==> src/rtl/cpu_clk_sequencer.sv <==
// Gated CPU clock sequencer: issues one full clk period at a time from sysclk and
// emits staggered one-sysclk probe strobes near the end of every CPU cycle.
module cpu_clk_sequencer #(
    parameter int unsigned HALF_PERIOD = 500,
    parameter int unsigned NUM_PROBES  = 4,
    parameter int unsigned PROBE_LEAD  = 10,
    parameter int unsigned CNT_W       = 32
) (
    input  logic                  sysclk,
    input  logic                  reset,
    input  logic [1:0]            mode,
    input  logic                  step_req,
    input  logic [CNT_W-1:0]      max_cycles,
    input  logic                  cnt_clr,
    output logic                  clk,
    output logic [NUM_PROBES-1:0] probe_pulse,
    output logic [CNT_W-1:0]      cycle_count,
    output logic                  running,
    output logic                  done
);
    localparam int unsigned   PERIOD      = 2 * HALF_PERIOD;
    localparam int unsigned   TW          = $clog2(PERIOD);
    localparam int unsigned   PROBE_FIRST = PERIOD - PROBE_LEAD;
    localparam logic [TW-1:0] T_LAST      = TW'(PERIOD - 1);
    localparam logic [1:0]    MODE_RUN    = 2'd1;
    localparam logic [1:0]    MODE_STEP   = 2'd2;

    typedef enum logic [1:0] {
        S_IDLE   = 2'd0,
        S_ACTIVE = 2'd1,
        S_DONE   = 2'd2
    } state_t;

    state_t           state;
    logic [TW-1:0]    t;
    logic [TW-1:0]    t_inc;
    logic             step_q;
    logic             step_pending;
    logic             clr_pending;
    logic             step_edge;
    logic             decide;
    logic             want;
    logic             at_limit;
    logic             start;
    logic             mode_halt;
    logic [CNT_W-1:0] count_base;

    // Probe vector for a given tick of the period
    function automatic logic [NUM_PROBES-1:0] probe_at(input logic [TW-1:0] tick);
        logic [NUM_PROBES-1:0] p;
        p = '0;
        for (int unsigned k = 0; k < NUM_PROBES; k++) begin
            p[k] = (32'(tick) == (PROBE_FIRST + k));
        end
        return p;
    endfunction

    // Decision-point evaluation; a pending in-period clear makes the count restart from zero
    always_comb begin
        step_edge  = step_req & ~step_q;
        decide     = (state == S_IDLE) || ((state == S_ACTIVE) && (t == T_LAST));
        count_base = (cnt_clr || clr_pending) ? '0 : cycle_count;
        at_limit   = (max_cycles != '0) && (count_base == max_cycles);
        want       = (mode == MODE_RUN) || ((mode == MODE_STEP) && step_pending);
        start      = decide && want && !at_limit;
        mode_halt  = (mode != MODE_RUN) && (mode != MODE_STEP);
        t_inc      = t + TW'(1);
    end

    always_ff @(posedge sysclk or negedge reset) begin
        if (!reset) begin
            state        <= S_IDLE;
            t            <= '0;
            clk          <= 1'b0;
            probe_pulse  <= '0;
            cycle_count  <= '0;
            running      <= 1'b0;
            done         <= 1'b0;
            step_q       <= 1'b0;
            step_pending <= 1'b0;
            clr_pending  <= 1'b0;
        end else begin
            step_q <= step_req;

            // One-deep step request; set wins over consumption in the same cycle
            if (mode != MODE_STEP) begin
                step_pending <= 1'b0;
            end else if (step_edge) begin
                step_pending <= 1'b1;
            end else if (start) begin
                step_pending <= 1'b0;
            end

            case (state)
                S_IDLE, S_ACTIVE: begin
                    if (start) begin
                        state       <= S_ACTIVE;
                        t           <= '0;
                        clk         <= 1'b1;
                        probe_pulse <= probe_at('0);
                        running     <= 1'b1;
                        cycle_count <= count_base + CNT_W'(1);
                        clr_pending <= 1'b0;
                    end else if (!decide) begin
                        t           <= t_inc;
                        clk         <= (32'(t_inc) < HALF_PERIOD);
                        probe_pulse <= probe_at(t_inc);
                        if (cnt_clr) begin
                            clr_pending <= 1'b1;
                        end
                    end else begin
                        t           <= '0;
                        clk         <= 1'b0;
                        probe_pulse <= '0;
                        running     <= 1'b0;
                        cycle_count <= count_base;
                        clr_pending <= 1'b0;
                        // Wanting to start but not starting means the limit was hit
                        if (want) begin
                            state <= S_DONE;
                            done  <= 1'b1;
                        end else begin
                            state <= S_IDLE;
                        end
                    end
                end
                S_DONE: begin
                    if (cnt_clr || mode_halt) begin
                        state <= S_IDLE;
                        done  <= 1'b0;
                        if (cnt_clr) begin
                            cycle_count <= '0;
                        end
                    end
                end
                default: begin
                    state <= S_IDLE;
                end
            endcase
        end
    end

endmodule

==> config.mk <==
export PLATFORM = sky130hd
export DESIGN_NAME = cpu_clk_sequencer
export DESIGN_NICKNAME = d
export VERILOG_FILES = /design/src/rtl/cpu_clk_sequencer.sv
export SDC_FILE = /design/constraint.sdc
export NUM_CORES = 1
export LEC_CHECK = 0
export BUFFER_PORTS_ARGS = -buffer_cell sky130_fd_sc_hd__buf_2
export CAP_MARGIN = 10
export CORE_MARGIN = 5
export CORE_UTILIZATION = 43
export CTS_CLUSTER_SIZE = 24
export DETAILED_ROUTE_END_ITERATION = 16
export HOLD_SLACK_MARGIN = 0.12
export PLACE_DENSITY = 0.67
export SYNTH_ARGS = -nofsm -noshare
export SYNTH_HDL_FRONTEND = slang
export SYNTH_SLANG_ARGS = --single-unit
==> constraint.sdc <==
create_clock -name sysclk -period 3.4 [get_ports sysclk]
set_input_delay 0.68 -clock sysclk [delete_from_list [all_inputs] [get_ports sysclk]]
set_output_delay 0.68 -clock sysclk [all_outputs]
set_load 0.05 [all_outputs]
# == After elaboration in Yosys (flattened, before gate mapping) ==
# Cells that the tools add are included.
# totals
reg_bits,54
latchBits,0
ram_bits,0
rom_bits,0
in_bits,38
output_inout_bits,39
wordCells,86
n_memories,0
# op_classes
n_addsub,2
multipliers,0
n_div,0
order_cmp,1
n_eq_ne,18
shift,0
mux,30
n_bitwise,2
n_reduce_logical,23
# op_table
cell,n
$mux W32,5
$pmux W32 S2,1
$eq A10 B10 Y1 const B,5
$add A32 B1 Y32 const B,1
$eq A32 B32 Y1,1
$reduce_bool A32 Y1,1
$mux W10,2
$mux W1,14
$ne A2 B2 Y1 const B,6
$add A10 B1 Y10 const B,1
$lt A10 B9 Y1 const B,1
$mux W2,4
$mux W4,2
$logic_and A1 B1 Y1,6
$reduce_and A2 Y1,3
$reduce_bool A3 Y1,2
$reduce_and A5 Y1,1
$eq A2 B1 Y1 const B,2
$eq A2 B2 Y1 const B,2
$logic_or A1 B1 Y1,4
$pmux W2 S2,1
$reduce_and A4 Y1,1
$reduce_bool A2 Y1,2
$ne A3 B3 Y1 const B,1
other kinds (7),7

# == Longest topological paths before layout ==
# depth
ltp_word,9
mapped_depth,13
depth_no_buf,10

# == Worst setup path after synthesis ==
# Ideal clock, no wire load.
# synth_path
path_kind,input port to flip-flop
start,input port cnt_clr
end,register cycle_count[26]
t_arrival_ps,3789
slack_ps,-509
stages,13
path_buffers,3
cell_sequence,clkbuf_1 -> nor2_1 -> clkbuf_1 -> clkbuf_1 -> and2_1 -> ha_1 -> nand3_1 -> nor2_1 -> or4b_1 -> or3_1 -> nor2_1 -> nand4_1 -> a31o_2
# synth_between
elab_chain_len,8
elab_cells_between_ends,15
# synth_lines
item,line,source
from (decl),14,"input logic cnt_clr,"
"parallel branches: the longest is 8 deep, another holds $add A32 B1 Y32",-,
to (signal assigned),102,cycle_count <= count_base + CNT_W'(1);
to (signal assigned),116,cycle_count <= count_base;
to (decl),17,"output logic [CNT_W-1:0] cycle_count,"
# Parallel ways; which one is timed is not known. The select of a mux whose other input is x is not followed.
# A chain may end at the register's enable or synchronous reset.

# == Worst setup path after layout ==
# layout_path
start,register clr_pending
end,register cycle_count[26]
# layout_between
elab_chain_len,8
elab_cells_between_ends,12
# layout_lines
item,line,source
from (decl),39,logic clr_pending;
from (signal assigned),81,clr_pending <= 1'b0;
from (signal assigned),103,clr_pending <= 1'b0;
from (signal assigned),109,clr_pending <= 1'b1;
$logic_or A1 B1 Y1 (*),62,count_base = (cnt_clr || clr_pending) ? '0 : cycle_count;
$mux W32 (*),62,
"parallel branches: the longest is 6 deep, another holds $add A32 B1 Y32",-,
# Every way passes the cells marked *. The select of a mux whose other input is x is not followed.

==> metrics.csv <==
stage,metric,value,unit
detailed_routing,wl_per_cell,19.6,um
sta,report.final.hold_viol_count,0,
final_layout,diodes,0,
setup_path,data_arrival_time_at_the_worst_slack_endpoint,3330,ps
setup_path,critPathKind,reg2reg,
setup_path,critical_path.endpoint_type,register,
detailed_routing,firstDrtPassIters,5,
pwr,peakVddDrop,0.000139,V
clock_tree,worst_skew_pair.late_latency,320,ps
global_route,global_route_wire_length_before_repair,22700,um
synthesis,synth.cell_area,4210,um^2
clock_tree,clk_transition_reported_paths,110,ps
synthesis,synth_sequential_area_ratio,0.321,
clock_tree,numCtsBuffers,5,
worst_hold_path,min_path_type,in2async,
synthesis,synth.ff_latch_count,54,
synthesis,count_of_flip_flops_with_a_built_in_enable_after_synthesis,0,
run,cap_violations,0,
sta,timing.final.crit_share,0.916,
sta,setup-tns-final,0,ps
pwr,leakagePower,2.00,nW
placement,numPortBuffers,76,
pwr,power_density,225,nW/um^2
clock_tree,tritoncts_clock_tree,done,
clock_tree,cts_hold_buffers,0,
sta,finalClockSkew,12.7,ps
clock_tree,ctsHtreeMaxLevel,2,
floorplanning,initial_core_util,0.435,
sta,post-route-min-period,3110,ps
detailed_routing,detail_route.drc_violations,0,
floorplanning,floorplan.io_pins,77,
synthesis,most_frequently_used_flop_master_after_synthesis,sky130_fd_sc_hd__dfrtp_1,
sta,maxSlewHeadroom,0.437,
synthesis,ys_async_sr_fraction,1.00,
detailed_routing,postRouteWirelength,14100,um
clock_tree,postCtsSetupBuffers,0,
pwr,net-switching-power,0.000284,W
clock_tree,post_cts_resize_count,0,
setup_path,timing.critical_path.cells,nor2_4 -> and2_1 -> ha_2 -> nand3_2 -> nor2_2 -> or4b_4 -> or3_4 -> nor2_2 -> nand4_1 -> a31o_2,
floorplanning,die_w,109,um
detailed_routing,postRouteAntennaNets,0,
synthesis,synth_top_area_share,0.321,
detailed_routing,post_drt_via_cell_ratio,6.36,
pwr,clock_power_share,0.334,
synthesis,synth_warnings,0,
global_route,grt_overflow_total,0,
setup_path,slowest_stage,sky130_fd_sc_hd__dfrtp_1,
setup_path,r2r-start,clr_pending,
clock_tree,cts_buffer_depth,2,
setup_path,cp_max_fo,10,
global_route,grt_pass1_vias,4317,
run_status,outcome,completed,
sta,maxClockFrequency,0.321,GHz
floorplanning,site_rows,36,
clock_tree,cts_root_buf,sky130_fd_sc_hd__clkbuf_8,
synthesis,postSynthAreaPerCell,8.21,um^2
synthesis,ys_top_cells_by_area,"sky130_fd_sc_hd__dfrtp_1, sky130_fd_sc_hd__nand2_1, sky130_fd_sc_hd__nor2_1",
global_route,antenna_violations_before_repair,0,
synthesis,synth.largest_area_cell,sky130_fd_sc_hd__dfrtp_1,
sta,finalSetupViolations,0,
setup_path,worst_r2r_path_depth,10,
global_route,grt_max_degree,36,
setup_path,critical_path_required,3620,ps
detailed_routing,num_vias,4584,
sta,final_max_slew_viol_count,0,
pwr,share_of_total_power_consumed_by_net_switching,0.255,
placement,globalplace.congestion,0.929,
synthesis,syn_inst,513,
detailed_routing,detailedRoute.firstIterationViolations,400,
floorplanning,design.core.area,9680,um^2
pwr,power_frac_comb,0.085,
floorplanning,dieHeight,109,um
setup_path,critPathMostFrequentCell,sky130_fd_sc_hd__nor2_2,
clock_tree,clock_sink_count,54,
final_layout,fin_area,4940,um^2
setup_path,critical_path_buf_inv_count,0,
final_layout,area_growth,17.3,%
sta,final.hold.worst_slack,453,ps
placement,post_dp_cell_area,4860,um^2
final_layout,final_layout_size_suffix_gt1_frac,0.240,
synthesis,synth_fp_nets,559,
sta,rsz0062_at_grt,false,
sta,max_slew.worst_pin.slew,843,ps
setup_path,path_delay_family,simple AND/OR/NAND/NOR gates,
setup_path,critPathMaxStageDelay,530,ps
placement,hpwlAfterDp,10400,um
pwr,internal_power,0.000827,W
setup_path,critical_path.startpoint_type,register,
pwr,p_seq_frac,0.581,
setup_path,rrSetupSlack,290,ps
synthesis,synth_cell_types,70,
setup_path,timing.rr.end,cycle_count[26],
global_route,grt_util_all_layers,0.242,
final_layout,final_net_count,633,
floorplanning,area_enclosed_by_the_die_boundary,11900,um^2
[worst max path at each step]
stage | slack (ps) | cells after the start | startpoint | endpoint
after global routing | 120 | 8 | t[1] | cycle_count[15]
after CTS | 330 | 10 | clr_pending | cycle_count[26]
after global placement | 160 | 11 | cnt_clr | cycle_count[12]
after detailed placement | 100 | 11 | cnt_clr | cycle_count[26]
after floorplan | 20 | 12 | cnt_clr | cycle_count[24]
final | 290 | 10 | clr_pending | cycle_count[26]
[stage by stage]
| stage | power, W | util | worst slack [ps] | std cells |
|---|---|---|---|---|
| after floorplan | 0.000689 | - | 15.9 | 513 |
| after global placement | 0.000750 | 0.501 | 163 | 713 |
| after detailed placement | 0.000752 | 0.501 | 98.5 | 713 |
| after CTS | 0.00112 | 0.510 | 333 | 721 |
| after global routing | 0.00115 | 0.510 | 117 | 721 |
| final | 0.00111 | 0.510 | 285 | 721 |
[cells in the final DEF (no fill, tap or decap), types with 5 or more instances in the layout]
cell type | netlist | routed
sky130_fd_sc_hd__buf_2 | 2 | 76
sky130_fd_sc_hd__nand2_1 | 55 | 55
sky130_fd_sc_hd__dfrtp_1 | 54 | 54
sky130_fd_sc_hd__nor2_1 | 44 | 41
sky130_fd_sc_hd__buf_4 | 2 | 26
sky130_fd_sc_hd__nor4_1 | 22 | 22
sky130_fd_sc_hd__nand3_1 | 20 | 19
sky130_fd_sc_hd__a31oi_1 | 19 | 19
sky130_fd_sc_hd__o21ai_0 | 19 | 19
sky130_fd_sc_hd__a21oi_1 | 17 | 17
sky130_fd_sc_hd__xnor2_1 | 15 | 15
sky130_fd_sc_hd__nand4_1 | 15 | 15
sky130_fd_sc_hd__nor3_1 | 15 | 14
sky130_fd_sc_hd__nor4bb_1 | 13 | 13
sky130_fd_sc_hd__o32ai_1 | 12 | 12
sky130_fd_sc_hd__inv_1 | 10 | 10
sky130_fd_sc_hd__and3_1 | 9 | 9
sky130_fd_sc_hd__a31o_2 | 8 | 8
sky130_fd_sc_hd__nand2b_1 | 7 | 7
sky130_fd_sc_hd__ha_1 | 8 | 7
sky130_fd_sc_hd__o31ai_1 | 5 | 5
sky130_fd_sc_hd__a21boi_0 | 5 | 5
sky130_fd_sc_hd__a22o_1 | 5 | 5
sky130_fd_sc_hd__a32o_1 | 5 | 5
sky130_fd_sc_hd__o211ai_1 | 5 | 5
sky130_fd_sc_hd__clkbuf_8 | 0 | 5
[layout make-up]
class / instances / area (um^2)
fillers: 943 / 4740
well taps: 133 / 166
multi-input cells: 413 / 2710
repair buffers: 103 / 596
flip-flops and latches: 54 / 1350
clock buffers: 6 / 72.6
clock inverters: 2 / 13.8
inverters: 10 / 37.5
[synth_stat cells (5+ instances only)]
| master | instances |
|---|---|
| sky130_fd_sc_hd__a32o_1 | 5 |
| sky130_fd_sc_hd__nand2b_1 | 7 |
| sky130_fd_sc_hd__nor2_1 | 44 |
| sky130_fd_sc_hd__nor4bb_1 | 13 |
| sky130_fd_sc_hd__nor4_1 | 22 |
| sky130_fd_sc_hd__and3_1 | 9 |
| sky130_fd_sc_hd__ha_1 | 8 |
| sky130_fd_sc_hd__clkbuf_1 | 30 |
| sky130_fd_sc_hd__o211ai_1 | 5 |
| sky130_fd_sc_hd__nand3_1 | 20 |
| sky130_fd_sc_hd__o21ai_0 | 19 |
| sky130_fd_sc_hd__o32ai_1 | 12 |
| sky130_fd_sc_hd__o31ai_1 | 5 |
| sky130_fd_sc_hd__a21boi_0 | 5 |
| sky130_fd_sc_hd__a31o_2 | 8 |
| sky130_fd_sc_hd__dfrtp_1 | 54 |
| sky130_fd_sc_hd__nor3_1 | 15 |
| sky130_fd_sc_hd__xnor2_1 | 15 |
| sky130_fd_sc_hd__a21oi_1 | 17 |
| sky130_fd_sc_hd__a22o_1 | 5 |
| sky130_fd_sc_hd__a31oi_1 | 19 |
| sky130_fd_sc_hd__nand4_1 | 15 |
| sky130_fd_sc_hd__nand2_1 | 55 |
| sky130_fd_sc_hd__inv_1 | 10 |
[cell families after synthesis]
| family | share of synthesized area |
|---|---|
| AND/OR/NAND/NOR | 0.324 |
| AO/OA/AOI/OAI | 0.251 |
| flip-flops | 0.321 |
| buffers and inverters | 0.0451 |
| XOR/XNOR | 0.0312 |
| adder cells (fa/ha/maj) | 0.0238 |
| multiplexers | 0.00475 |
[state kept, by name (all words and copies together) (netlist names)]
signal and count:
done 1, t 10, step_pending 1, clr_pending 1, probe_pulse 4, step_q 1, state 2, running 1
clk 1, cycle_count 32
[metal layers]
layer / vias to the layer above / wire length [um] / track usage
met4: 0 / 217 / 0.0658
met3: 24 / 1280 / 0.0391
met2: 231 / 6530 / 0.369
met5: - / 0 / 0
met1: 2195 / 6120 / 0.353
li1: 2134 / - / -
[power groups by stage]
stage / logic (W) / clock network [W] / registers [W]
floorplan: 0.0000296 / 0 / 0.000659
global placement: 0.0000919 / 0 / 0.000658
detailed placement: 0.0000946 / 0 / 0.000658
CTS: 0.0000950 / 0.000376 / 0.000645
global route: 0.000104 / 0.000404 / 0.000646
finish: 0.0000947 / 0.000371 / 0.000645
No activity file was read; power rests on OpenSTA's default activity.
